## config.mk

```make
export PLATFORM = sky130hd
export DESIGN_NAME = axi_lite_cmd_master
export DESIGN_NICKNAME = d
export VERILOG_FILES = /design/src/rtl/axi_lite_cmd_master.sv
export SDC_FILE = /design/constraint.sdc
export NUM_CORES = 1
export LEC_CHECK = 0
export BUFFER_PORTS_ARGS = -buffer_cell sky130_fd_sc_hd__buf_4
export CAP_MARGIN = 40
export CORE_AREA = 4 4 96 189
export CTS_CLUSTER_SIZE = 25
export DETAILED_ROUTE_END_ITERATION = 10
export DIE_AREA = 0 0 100 193
export HOLD_SLACK_MARGIN = 0.15
export SETUP_SLACK_MARGIN = 0.1
export SYNTH_ARGS = -nofsm -noshare
export SYNTH_HDL_FRONTEND = slang
export SYNTH_SLANG_ARGS = --single-unit
```

## constraint.sdc

```tcl
create_clock -name clock -period 6.1 [get_ports clock]
set_input_delay 0.305 -clock clock [delete_from_list [all_inputs] [get_ports clock]]
set_output_delay 0.305 -clock clock [all_outputs]
set_load 0.05 [all_outputs]
```

## src/rtl/axi_lite_cmd_master.sv

```systemverilog
// AXI-Lite command master.
// Turns single read/write commands into AXI-Lite transactions and returns one
// response per command. Only one transaction is in flight at a time. A
// saturating wait counter raises `timeout` when a transaction stalls, but the
// transaction itself keeps waiting for the slave.
module axi_lite_cmd_master #(
  parameter int P_M_AXI_ADDR_WIDTH = 16,
  parameter int P_M_AXI_DATA_WIDTH = 32,
  parameter int P_TIMEOUT          = 1023
) (
  input  logic                          clock,
  input  logic                          reset,

  // Command / response side
  input  logic                          cmd_valid,
  output logic                          cmd_ready,
  input  logic                          cmd_write,
  input  logic [P_M_AXI_ADDR_WIDTH-1:0] cmd_addr,
  input  logic [P_M_AXI_DATA_WIDTH-1:0] cmd_wdata,
  output logic                          rsp_valid,
  input  logic                          rsp_ready,
  output logic [P_M_AXI_DATA_WIDTH-1:0] rsp_rdata,
  output logic [1:0]                    rsp_resp,
  output logic                          timeout,

  // AXI-Lite write address channel
  output logic [P_M_AXI_ADDR_WIDTH-1:0] m_axi_awaddr,
  output logic                          m_axi_awvalid,
  input  logic                          m_axi_awready,
  // AXI-Lite write data channel
  output logic [P_M_AXI_DATA_WIDTH-1:0] m_axi_wdata,
  output logic                          m_axi_wvalid,
  input  logic                          m_axi_wready,
  // AXI-Lite write response channel
  input  logic [1:0]                    m_axi_bresp,
  input  logic                          m_axi_bvalid,
  output logic                          m_axi_bready,
  // AXI-Lite read address channel
  output logic [P_M_AXI_ADDR_WIDTH-1:0] m_axi_araddr,
  output logic                          m_axi_arvalid,
  input  logic                          m_axi_arready,
  // AXI-Lite read data channel
  input  logic [P_M_AXI_DATA_WIDTH-1:0] m_axi_rdata,
  input  logic [1:0]                    m_axi_rresp,
  input  logic                          m_axi_rvalid,
  output logic                          m_axi_rready
);

  typedef enum logic [2:0] {
    IDLE,
    WR,
    WR_RESP,
    RD_ADDR,
    RD_DATA,
    RESP
  } state_t;

  // Counter wide enough to hold P_TIMEOUT; it saturates at all-ones.
  localparam int              CNT_W     = (P_TIMEOUT < 1) ? 1 : $clog2(P_TIMEOUT + 1);
  localparam logic [CNT_W-1:0] CNT_LIMIT = CNT_W'(P_TIMEOUT);
  localparam logic [CNT_W-1:0] CNT_MAX   = {CNT_W{1'b1}};

  state_t           state;
  logic [CNT_W-1:0] wait_cnt;
  logic [CNT_W-1:0] wait_cnt_inc;
  logic             cmd_accept;
  logic             aw_done;
  logic             w_done;
  logic             waiting;

  // cmd_ready is only ever high in IDLE, so this is the acceptance strobe.
  assign cmd_accept   = cmd_valid & cmd_ready;

  // A channel is finished once its valid has dropped or is handshaking now.
  assign aw_done      = ~m_axi_awvalid | m_axi_awready;
  assign w_done       = ~m_axi_wvalid  | m_axi_wready;

  // States in which the transaction is waiting on the slave.
  assign waiting      = (state == WR)      || (state == WR_RESP) ||
                        (state == RD_ADDR) || (state == RD_DATA);

  assign wait_cnt_inc = (wait_cnt == CNT_MAX) ? wait_cnt : wait_cnt + CNT_W'(1);

  // Transaction FSM; every output is a register updated here.
  always_ff @(posedge clock or negedge reset) begin
    if (!reset) begin
      state         <= IDLE;
      cmd_ready     <= 1'b0;
      m_axi_awaddr  <= '0;
      m_axi_awvalid <= 1'b0;
      m_axi_wdata   <= '0;
      m_axi_wvalid  <= 1'b0;
      m_axi_bready  <= 1'b0;
      m_axi_araddr  <= '0;
      m_axi_arvalid <= 1'b0;
      m_axi_rready  <= 1'b0;
      rsp_valid     <= 1'b0;
      rsp_rdata     <= '0;
      rsp_resp      <= 2'b00;
    end else begin
      // NOTE: state registers use non-blocking (<=) so every branch reads the
      // pre-edge values; blocking assignments here would make results depend
      // on statement order.
      unique case (state)
        IDLE: begin
          // cmd_ready rises one cycle after entering IDLE, so a command that
          // was already pending during the RESP handshake waits for it.
          if (!cmd_ready) begin
            cmd_ready <= 1'b1;
          end else if (cmd_valid) begin
            cmd_ready <= 1'b0;
            if (cmd_write) begin
              m_axi_awaddr  <= cmd_addr;
              m_axi_wdata   <= cmd_wdata;
              m_axi_awvalid <= 1'b1;
              m_axi_wvalid  <= 1'b1;
              state         <= WR;
            end else begin
              m_axi_araddr  <= cmd_addr;
              m_axi_arvalid <= 1'b1;
              state         <= RD_ADDR;
            end
          end
        end

        WR: begin
          // AW and W retire independently, in any order.
          if (m_axi_awvalid && m_axi_awready) m_axi_awvalid <= 1'b0;
          if (m_axi_wvalid  && m_axi_wready)  m_axi_wvalid  <= 1'b0;
          if (aw_done && w_done) begin
            m_axi_bready <= 1'b1;
            state        <= WR_RESP;
          end
        end

        WR_RESP: begin
          if (m_axi_bvalid) begin
            m_axi_bready <= 1'b0;
            rsp_resp     <= m_axi_bresp;
            rsp_rdata    <= '0;
            rsp_valid    <= 1'b1;
            state        <= RESP;
          end
        end

        RD_ADDR: begin
          if (m_axi_arready) begin
            m_axi_arvalid <= 1'b0;
            m_axi_rready  <= 1'b1;
            state         <= RD_DATA;
          end
        end

        RD_DATA: begin
          if (m_axi_rvalid) begin
            m_axi_rready <= 1'b0;
            rsp_rdata    <= m_axi_rdata;
            rsp_resp     <= m_axi_rresp;
            rsp_valid    <= 1'b1;
            state        <= RESP;
          end
        end

        RESP: begin
          if (rsp_ready) begin
            rsp_valid <= 1'b0;
            state     <= IDLE;
          end
        end

        default: begin
          state <= IDLE;
        end
      endcase
    end
  end

  // Stall counter and sticky timeout flag for the current transaction.
  always_ff @(posedge clock or negedge reset) begin
    if (!reset) begin
      wait_cnt <= '0;
      timeout  <= 1'b0;
    end else if (cmd_accept) begin
      wait_cnt <= '0;
      timeout  <= 1'b0;
    end else if (waiting) begin
      wait_cnt <= wait_cnt_inc;
      if (wait_cnt_inc >= CNT_LIMIT) timeout <= 1'b1;
    end else if ((state == RESP) && rsp_valid && rsp_ready) begin
      timeout <= 1'b0;
    end
  end

endmodule

```

==> metrics.txt, run 1 <==
post-layout minimum cycle time about 2400 ps; initial core utilization 0.296; cts hold-fix bufs 83; share of flip-flops with an asynchronous set or reset 1.00; cts repair resizes 0; maximum VDD drop 343 uV; clk buf depth 2; FP Rows 67; hold path cells 3; gr usage total 0.154; CP required about 6400 ps; vias in the first global route 4520; met2 wire length 8640 um; Met1 Wirelength 4970 um; RSZ-0062 raised after global routing false; CTS tree yes; setup violators final 0; Synth Area per Inst ~13 um^2; HP Start m_axi_rresp[1]; vias between 4000 and 5000; Highest Signal Layer met4; CP Launch Type register; Post-Syn Instances roughly 370; Top FF cell, synth dfrtp_1; register area share after synthesis 0.603; final worst setup slack 3700 ps; Synth Warn # 0; final-stage net count 750; Rel. slew slack 0.520; Syn Nets ~470; Slew Limit Fails 0; Area Growth Syn to Fin 63.1%; Setup Skew between 5 and 6 ps; WS Path Type reg -> reg; Power Density slightly below 600 mW/mm^2; Fillers roughly 1500; die width roughly 100 um; LEAKAGE 3.83 nW; fin crit share 0.394; number of cells on the worst reg-to-reg path 4; DR WL/cell between 15 and 20 um; Max Clock Freq between 0.4 and 0.5 GHz; I/O pin total 200; pin count of the biggest net entering global routing roughly 70; htree depth 4; number of synthesized flops with an enable pin 0; leading area contributor after synthesis dfrtp_1; 1st-iter DRT viols a little over 100; total gr overflow 0; HPWL after DPL around 10000 um; Crit. End Element register; most frequent cell after synthesis dfrtp_1; worst-path maximum fanout 29; Least-Margin Pin Slew between 700 and 800 ps; GPL Wtd Cong 0.810; share of the synthesized area in the top cell type 0.603; Commonest cells post-synth dfrtp_1 (119), mux2_2 (65), a22o_1 (32); pre-CTS setup slack approximately 3600 ps; postcts setup bufs 0; worst min path class in -> reg; status finished clean; antenna cells 0; clock buffer count from CTS 17; first-pass GRT wire length ~23000 um; Routed WL 15000 um; root buf cell clkbuf_16; final hold violation count 0; largest cells by area after synthesis dfrtp_1 (60%), mux2_2 (15%), a22o_1 (5.7%); die extent in y roughly 190 um; # port buffers 199; Via density approximately 4.7; synthesized area 0.00494 mm^2; DRC violations left 0; Routed Antenna Nets 0; floorplan core area approximately 0.017 mm^2; Arr. time, crit path 2690 ps; # clock sinks 119; drt pass-1 iters 6; Die Area just under 0.02 mm^2; Maximum Capacitance Violations 0; met3 routed WL around 730 um; worst r2r src cmd_ready$_DFFE_PN0P_; layout cells sized above 1 0.466; initial antenna violation count 0; register bit count reported by yosys 119; setup tns final 0 ps; Reg clk slew, reported paths about 60 ps; Worst-Skew Late Latency approximately 400 ps; Worst Setup SP cmd_ready$_DFFE_PN0P_; Synth cell types between 40 and 50
cells by family after synthesis:
group	share of synthesized area
adder cells (fa/ha/maj)	0.00253
buffers and inverters	0.0322
AO/OA/AOI/OAI	0.0991
flip-flops	0.603
AND/OR/NAND/NOR	0.0839
multiplexers	0.169
XOR/XNOR	0.0104
metal layers:
layer,track usage,vias up
met4,0.0924,0
met1,0.148,2000
met2,0.291,138
met5,0,-
met3,0.0371,36
li1,-,1912
report_power, final:
| part | switching, mW | total (mW) | internal, mW |
|---|---|---|---|
| sequential | 0.240 | 1.37 | 1.13 |
| clock | 0.359 | 0.995 | 0.637 |
| combinational | 1.58 | 2.40 | 0.820 |
worst paths after layout:
path,endpoint,slack [ps]
setup reg to reg,m_axi_wdata[31]$_DFFE_PN0P_,3700
hold reg to reg,rsp_resp[0]$_DFFE_PN0P_,500
min in group asynchronous,m_axi_wdata[27]$_DFFE_PN0P_,240
max in group asynchronous,m_axi_wdata[9]$_DFFE_PN0P_,4630
setup / recovery,m_axi_wdata[31]$_DFFE_PN0P_,3700
hold / removal,rsp_resp[1]$_DFFE_PN0P_,180
cell usage in the layout, fill, tap and decap left out, drive strengths merged, types with 2 or more instances in the layout:
cell type and instances:
xor2 4, a31oi 4, nand3b 3, clkinvlp 4, a22o 32, a21oi 6, clkinv 7, and2 4
nand2b 6, a32oi 2, dfrtp 119, mux2i 10, nand3 7, buf 205, inv 5, nand4 5
clkbuf 18, nand2 21, o31ai 2, nor3 5, and3 4, bufinv 3, dlygate4sd3 83, o21ai 13
mux2 65, nor2 18
layout make-up:
class | instances | area [um^2] | share of cell area
tap | 207 | 259 | 0.0322
inverter | 5 | 18.8 | 0.00233
clock buffer | 18 | 429 | 0.0533
multi-input combinational | 224 | 1810 | 0.224
sequential | 119 | 2980 | 0.370
clock inverter | 14 | 159 | 0.0197
timing repair buffer | 288 | 2400 | 0.298
per-stage QoR:
stage	util	hold WS (ps)	cell area, um^2	total power [mW]	std cells
3_5_place_dp	0.398	105	6630	3.76	760
6_report	0.483	181	8050	4.76	875
3_3_place_gp	0.395	459	6590	3.71	758
5_1_grt	0.483	187	8050	4.98	875
2_1_floorplan	-	9.41	4940	2.98	373
4_1_cts	0.483	164	8050	4.82	875
flip-flops by register name, summed over array words and instances (netlist names):
name	count
rsp_resp	2
rsp_rdata	32
m_axi_wvalid	1
m_axi_araddr	16
m_axi_bready	1
m_axi_arvalid	1
rsp_valid	1
m_axi_wdata	32
m_axi_rready	1
timeout	1
m_axi_awaddr	16
cmd_ready	1
m_axi_awvalid	1
wait_cnt	10
state	3
critical path: stages (launching register included):
cell and delay [ps]:
dfrtp_1 370, and2_0 600, and3_2 650, buf_12 270, mux2_2 360
Power figures use the tool's default switching activity.
==> inputs of run 2 (changes only) <==
clock period = 2.4 ns   (was 6.1 ns; I/O delays follow)
==> run 2 against run 1 <==
Effect of this change: cell area increased by 0.99%; highest routed layer unchanged; sequential cell count unchanged; critical path depth increased by 2; largest cell class unchanged; sequential power increased by 150%; worst setup slack got worse by 3500 ps; via count increased by 1.1%.
==> metrics.txt, run 2 (synthesis gave the netlist of run 1 again) <==
setup tns final 0 ps; Critical Path Max Stage Delay between 500 and 600 ps; drt pass-1 iters 4; clock buffer count from CTS 17; GPL Wtd Cong just under 0.8; 1st-iter DRT viols 134; CP Cell Sequence ha_2 > and3_4 > nand3_4 > mux2i_1 > or4b_4 > o41ai_2; final-stage net count 764; HPWL after DPL about 11000 um; CTS tree yes; Area Growth Syn to Fin 64.7%; gr usage total 0.154; Core Util, Final 0.487; status finished clean; CP Launch Type register; FP Rows 67; Die Area between 0.015 and 0.02 mm^2; Power Density ~1500 mW/mm^2; Worst-Skew Late Latency 400 ps; vias in the first global route ~4600; die extent in y between 150 and 200 um; vias just over 4000; WHS Endpoint m_axi_rready$_DFFE_PN0P_; delay-heaviest family, CP simple AND/OR/NAND/NOR gates; root buf cell clkbuf_16; Highest Signal Layer met4; CP required ~2700 ps; pin count of the biggest net entering global routing between 50 and 60; Least-Margin Pin Slew approximately 540 ps; worst r2r src wait_cnt[1]$_DFFE_PN0N_; most common cell after layout, fill and taps aside buf_4; # port buffers about 200; postcts setup bufs 0; maximum VDD drop 733 uV; number of cells on the worst reg-to-reg path 6; die width roughly 100 um; Routed Antenna Nets 0; CP Buf/Inv Count 0; hold path cells 4; Via density 4.64; reg2reg end timeout$_DFFE_PN0P_; WS Path Type reg -> reg; Arr. time, crit path roughly 2500 ps; RSZ-0062 raised after global routing false; worst min path class in -> reg; Crit-path slowest cell or4b_4; LEAKAGE between 3 and 4 nW; Crit. End Element register; met3 routed WL 501 um; setup violators final 0; DR WL/cell around 17 um; first-pass GRT wire length ~23000 um; Setup Skew ~8 ps; DRC violations left 0; floorplan core area roughly 0.017 mm^2; final hold violation count 0; Rel. slew slack 0.638; register-to-register setup slack roughly 240 ps; Max Clock Freq around 0.46 GHz; Met1 Wirelength 4920 um; initial core utilization 0.296; htree depth 4; Slew Limit Fails 0; clk buf depth 2; HP Start m_axi_rvalid; post-layout minimum cycle time about 2200 ps; I/O pin total 200; met2 wire length 8770 um; Largest regs m_axi_wdata x32, rsp_rdata x32; Maximum Capacitance Violations 0; most frequent cells in the layout buf_4 (208), dfrtp_1 (118), dlygate4sd3_1 (92); # clock sinks about 120; worst-path maximum fanout 9; layout cells sized above 1 0.463; Routed WL ~15000 um; fin crit share 0.902; Reg clk slew, reported paths ~50 ps; total gr overflow 0; initial antenna violation count 1
==> run 2: per-stage QoR <==
step / setup WS, ps / instance area [um^2] / instances / hold slack [ps] / power [mW]
6_report: 235 / 8130 / 889 / 164 / 12.0
5_1_grt: 127 / 8130 / 889 / 191 / 12.6
4_1_cts: 140 / 8130 / 888 / 163 / 12.1
3_5_place_dp: 165 / 6660 / 765 / 147 / 9.59
3_3_place_gp: 225 / 6660 / 765 / 131 / 9.47
2_1_floorplan: 270 / 4940 / 373 / -176 / 7.56
==> run 2: routing by layer <==
layer,GRT usage,vias up
met3,0.0328,30
met1,0.147,2056
li1,-,1928
met5,0,-
met2,0.296,115
met4,0.0882,0
==> run 2: where the power goes <==
group / total, mW / switching, mW / internal [mW] / leakage (nW)
Combinational: 6.23 / 4.08 / 2.15 / 2.12
Sequential: 3.42 / 0.557 / 2.87 / 1.49
Clock: 2.33 / 0.865 / 1.46 / 0.262
==> run 2: area by class of cell <==
cell class                      instances  area (um^2)
Timing Repair Buffer                  302         2520
Sequential cell                       119         2980
Inverter                                5         18.8
Tap cell                              207          259
Antenna cell                            1         2.50
Multi-Input combinational cell        224         1810
Clock inverter                          9         77.6
Clock buffer                           22          464
Fill cell                            1460         8550
==> run 2: worst register-to-register path, cell delays in order (launching register included) <==
cell,delay (ps)
dfrtp_1,400
ha_2,260
and3_4,260
nand3_4,130
mux2i_1,160
or4b_4,520
o41ai_2,330
==> run 2: how the worst max path moves through the flow <==
stage / cells after the start / to / from
global route: 6 / timeout$_DFFE_PN0P_ / wait_cnt[1]$_DFFE_PN0N_
global placement: 6 / timeout$_DFFE_PN0P_ / wait_cnt[0]$_DFFE_PN0N_
detailed placement: 6 / timeout$_DFFE_PN0P_ / wait_cnt[0]$_DFFE_PN0N_
CTS: 6 / timeout$_DFFE_PN0P_ / wait_cnt[0]$_DFFE_PN0N_
finish: 6 / timeout$_DFFE_PN0P_ / wait_cnt[1]$_DFFE_PN0N_
floorplan: 5 / m_axi_araddr[10]$_DFFE_PN0P_ / cmd_ready$_DFFE_PN0P_
==> run 2: timing repair <==
action,in CTS,in global routing
hold endpoints to repair,146,0
resized for setup,0,2
hold buffers,92,0
endpoints found under the setup margin,0,1
==> inputs of run 3 (changes only) <==
CORE_AREA = 4 4 86 169   (was 4 4 96 189)
DIE_AREA = 0 0 90 173   (was 0 0 100 193)
==> run 3 against run 2 <==
Effect of this change: register-to-register slack improved by 30 ps; wire length fell by 12%; non-clock buffer count rose by 4; sequential share of layout area fell by 0.12 points; largest power group unchanged; final cell count fell by 5.5%; fmax rose by 1.4%; first-iteration DRC count rose by 41%; clock skew rose by 3.4 ps.
==> metrics.txt, run 3 (synthesis gave the netlist of run 1 again) <==
placed cell area between 0.006 and 0.007 mm^2; GPL Wtd Cong about 0.75; post-layout minimum cycle time about 2100 ps; Routed Antenna Nets 0; Setup Skew 11.3 ps; HPWL after DPL 8330 um; clock buffer count from CTS 17; Least-Margin Pin Slew about 600 ps; layout cells sized above 1 0.470; Crit. End Element register; vias in the first global route 4306; setup violators final 0; Arr. time, crit path about 2400 ps; fin area between 0.008 and 0.009 mm^2; I/O pin total 200; Max Clock Freq roughly 0.47 GHz; postcts setup bufs 0; antenna cells 0; Hold Worst Slack approximately 290 ps; Rel. slew slack 0.601; setup tns final 0 ps; Largest regs m_axi_wdata x32, rsp_rdata x32; drt pass-1 iters 5; status finished clean; Maximum Capacitance Violations 0; most frequent cells in the layout buf_4 (210), dfrtp_1 (118), dlygate4sd3_1 (93); # port buffers 199; clk buf depth 2; WS Path Type reg -> reg; Worst-Skew Late Latency roughly 410 ps; RSZ-0062 raised after global routing false; gr usage total 0.169; Routed WL ~13000 um; Die Area between 0.015 and 0.02 mm^2; most common cell after layout, fill and taps aside buf_4; number of cells on the worst reg-to-reg path 6; initial core utilization 0.371; Via density 4.89; Power Density 1480 mW/mm^2; pin count of the biggest net entering global routing 46; CP required between 2000 and 3000 ps; LEAKAGE slightly below 4 nW; final-stage net count 768; die width about 90 um; Area Growth Syn to Fin 65.3%; total gr overflow 0; die extent in y 173 um; DR WL/cell 15.4 um; worst r2r src wait_cnt[1]$_DFFE_PN0N_; Non-Filler Instances 840; CTS tree yes; CP Launch Type register; floorplan core area about 0.013 mm^2; worst min path class in -> async; reg2reg end timeout$_DFFE_PN0P_; Slew Limit Fails 0; final hold violation count 0; FP Rows 60; DP Cell Count around 720; worst-path maximum fanout 9; htree depth 4; maximum VDD drop a little under 900 uV; initial antenna violation count 0; register-to-register setup slack about 260 ps; DRC violations left 0; fin crit share 0.890; vias 4107; 1st-iter DRT viols 189; Reg clk slew, reported paths approximately 50 ps; root buf cell clkbuf_16; # clock sinks ~120; first-pass GRT wire length 21600 um
## run 3: final cells by class
cell class | instances | area (um^2)
Timing Repair Buffer | 306 | 2570
Inverter | 5 | 18.8
Clock buffer | 18 | 439
Clock inverter | 13 | 149
Tap cell | 155 | 194
Multi-Input combinational cell | 224 | 1810
Sequential cell | 119 | 2980
Fill cell | 1052 | 5130
## run 3: through the flow
stage                     total power [mW]  utilization  setup WS, ps
after floorplan                       7.56            -           270
after global routing                  12.7        0.614           115
after global placement                9.44        0.499           240
after CTS                             12.2        0.614           181
final                                 12.1        0.614           264
after detailed placement              9.49        0.499           201
## run 3: how the worst max path moves through the flow
stage	startpoint	end	slack, ps	cells past startpoint
floorplan	cmd_ready$_DFFE_PN0P_	m_axi_araddr[10]$_DFFE_PN0P_	270	5
global placement	wait_cnt[0]$_DFFE_PN0N_	timeout$_DFFE_PN0P_	240	6
global route	wait_cnt[1]$_DFFE_PN0N_	timeout$_DFFE_PN0P_	120	6
finish	wait_cnt[1]$_DFFE_PN0N_	timeout$_DFFE_PN0P_	260	6
CTS	wait_cnt[0]$_DFFE_PN0N_	timeout$_DFFE_PN0P_	180	6
detailed placement	wait_cnt[0]$_DFFE_PN0N_	timeout$_DFFE_PN0P_	200	6
## run 3: what timing repair did
| action | 4_1_cts | 5_1_grt |
|---|---|---|
| endpoints found under the setup margin | 0 | 1 |
| gates resized for setup | 0 | 2 |
| hold buffers | 93 | 0 |
| hold endpoints to repair | 148 | 0 |
## run 3: worst max-delay path, stage by stage (launching register included)
cell,delay [ps]
dfrtp_1,400
ha_2,250
and3_4,260
nand3_4,140
mux2i_1,150
or4b_4,510
o41ai_2,330
## run 3: power by group
group / switching [mW] / internal (mW) / leakage, nW / total, mW
Combinational: 4.03 / 2.18 / 2.14 / 6.21
Sequential: 0.524 / 2.86 / 1.49 / 3.39
Clock: 0.922 / 1.56 / 0.267 / 2.48
Total: 5.47 / 6.60 / 3.89 / 12.1
## run 3: routing by layer
layer	share of wire	track usage	routed length, um	vias to the layer above
met2	0.48	0.267	6240	165
met1	0.43	0.215	5500	1984
li1	-	-	-	1947
met4	0.011	0.0499	136	0
met5	0	0	0	-
met3	0.080	0.0640	1030	11
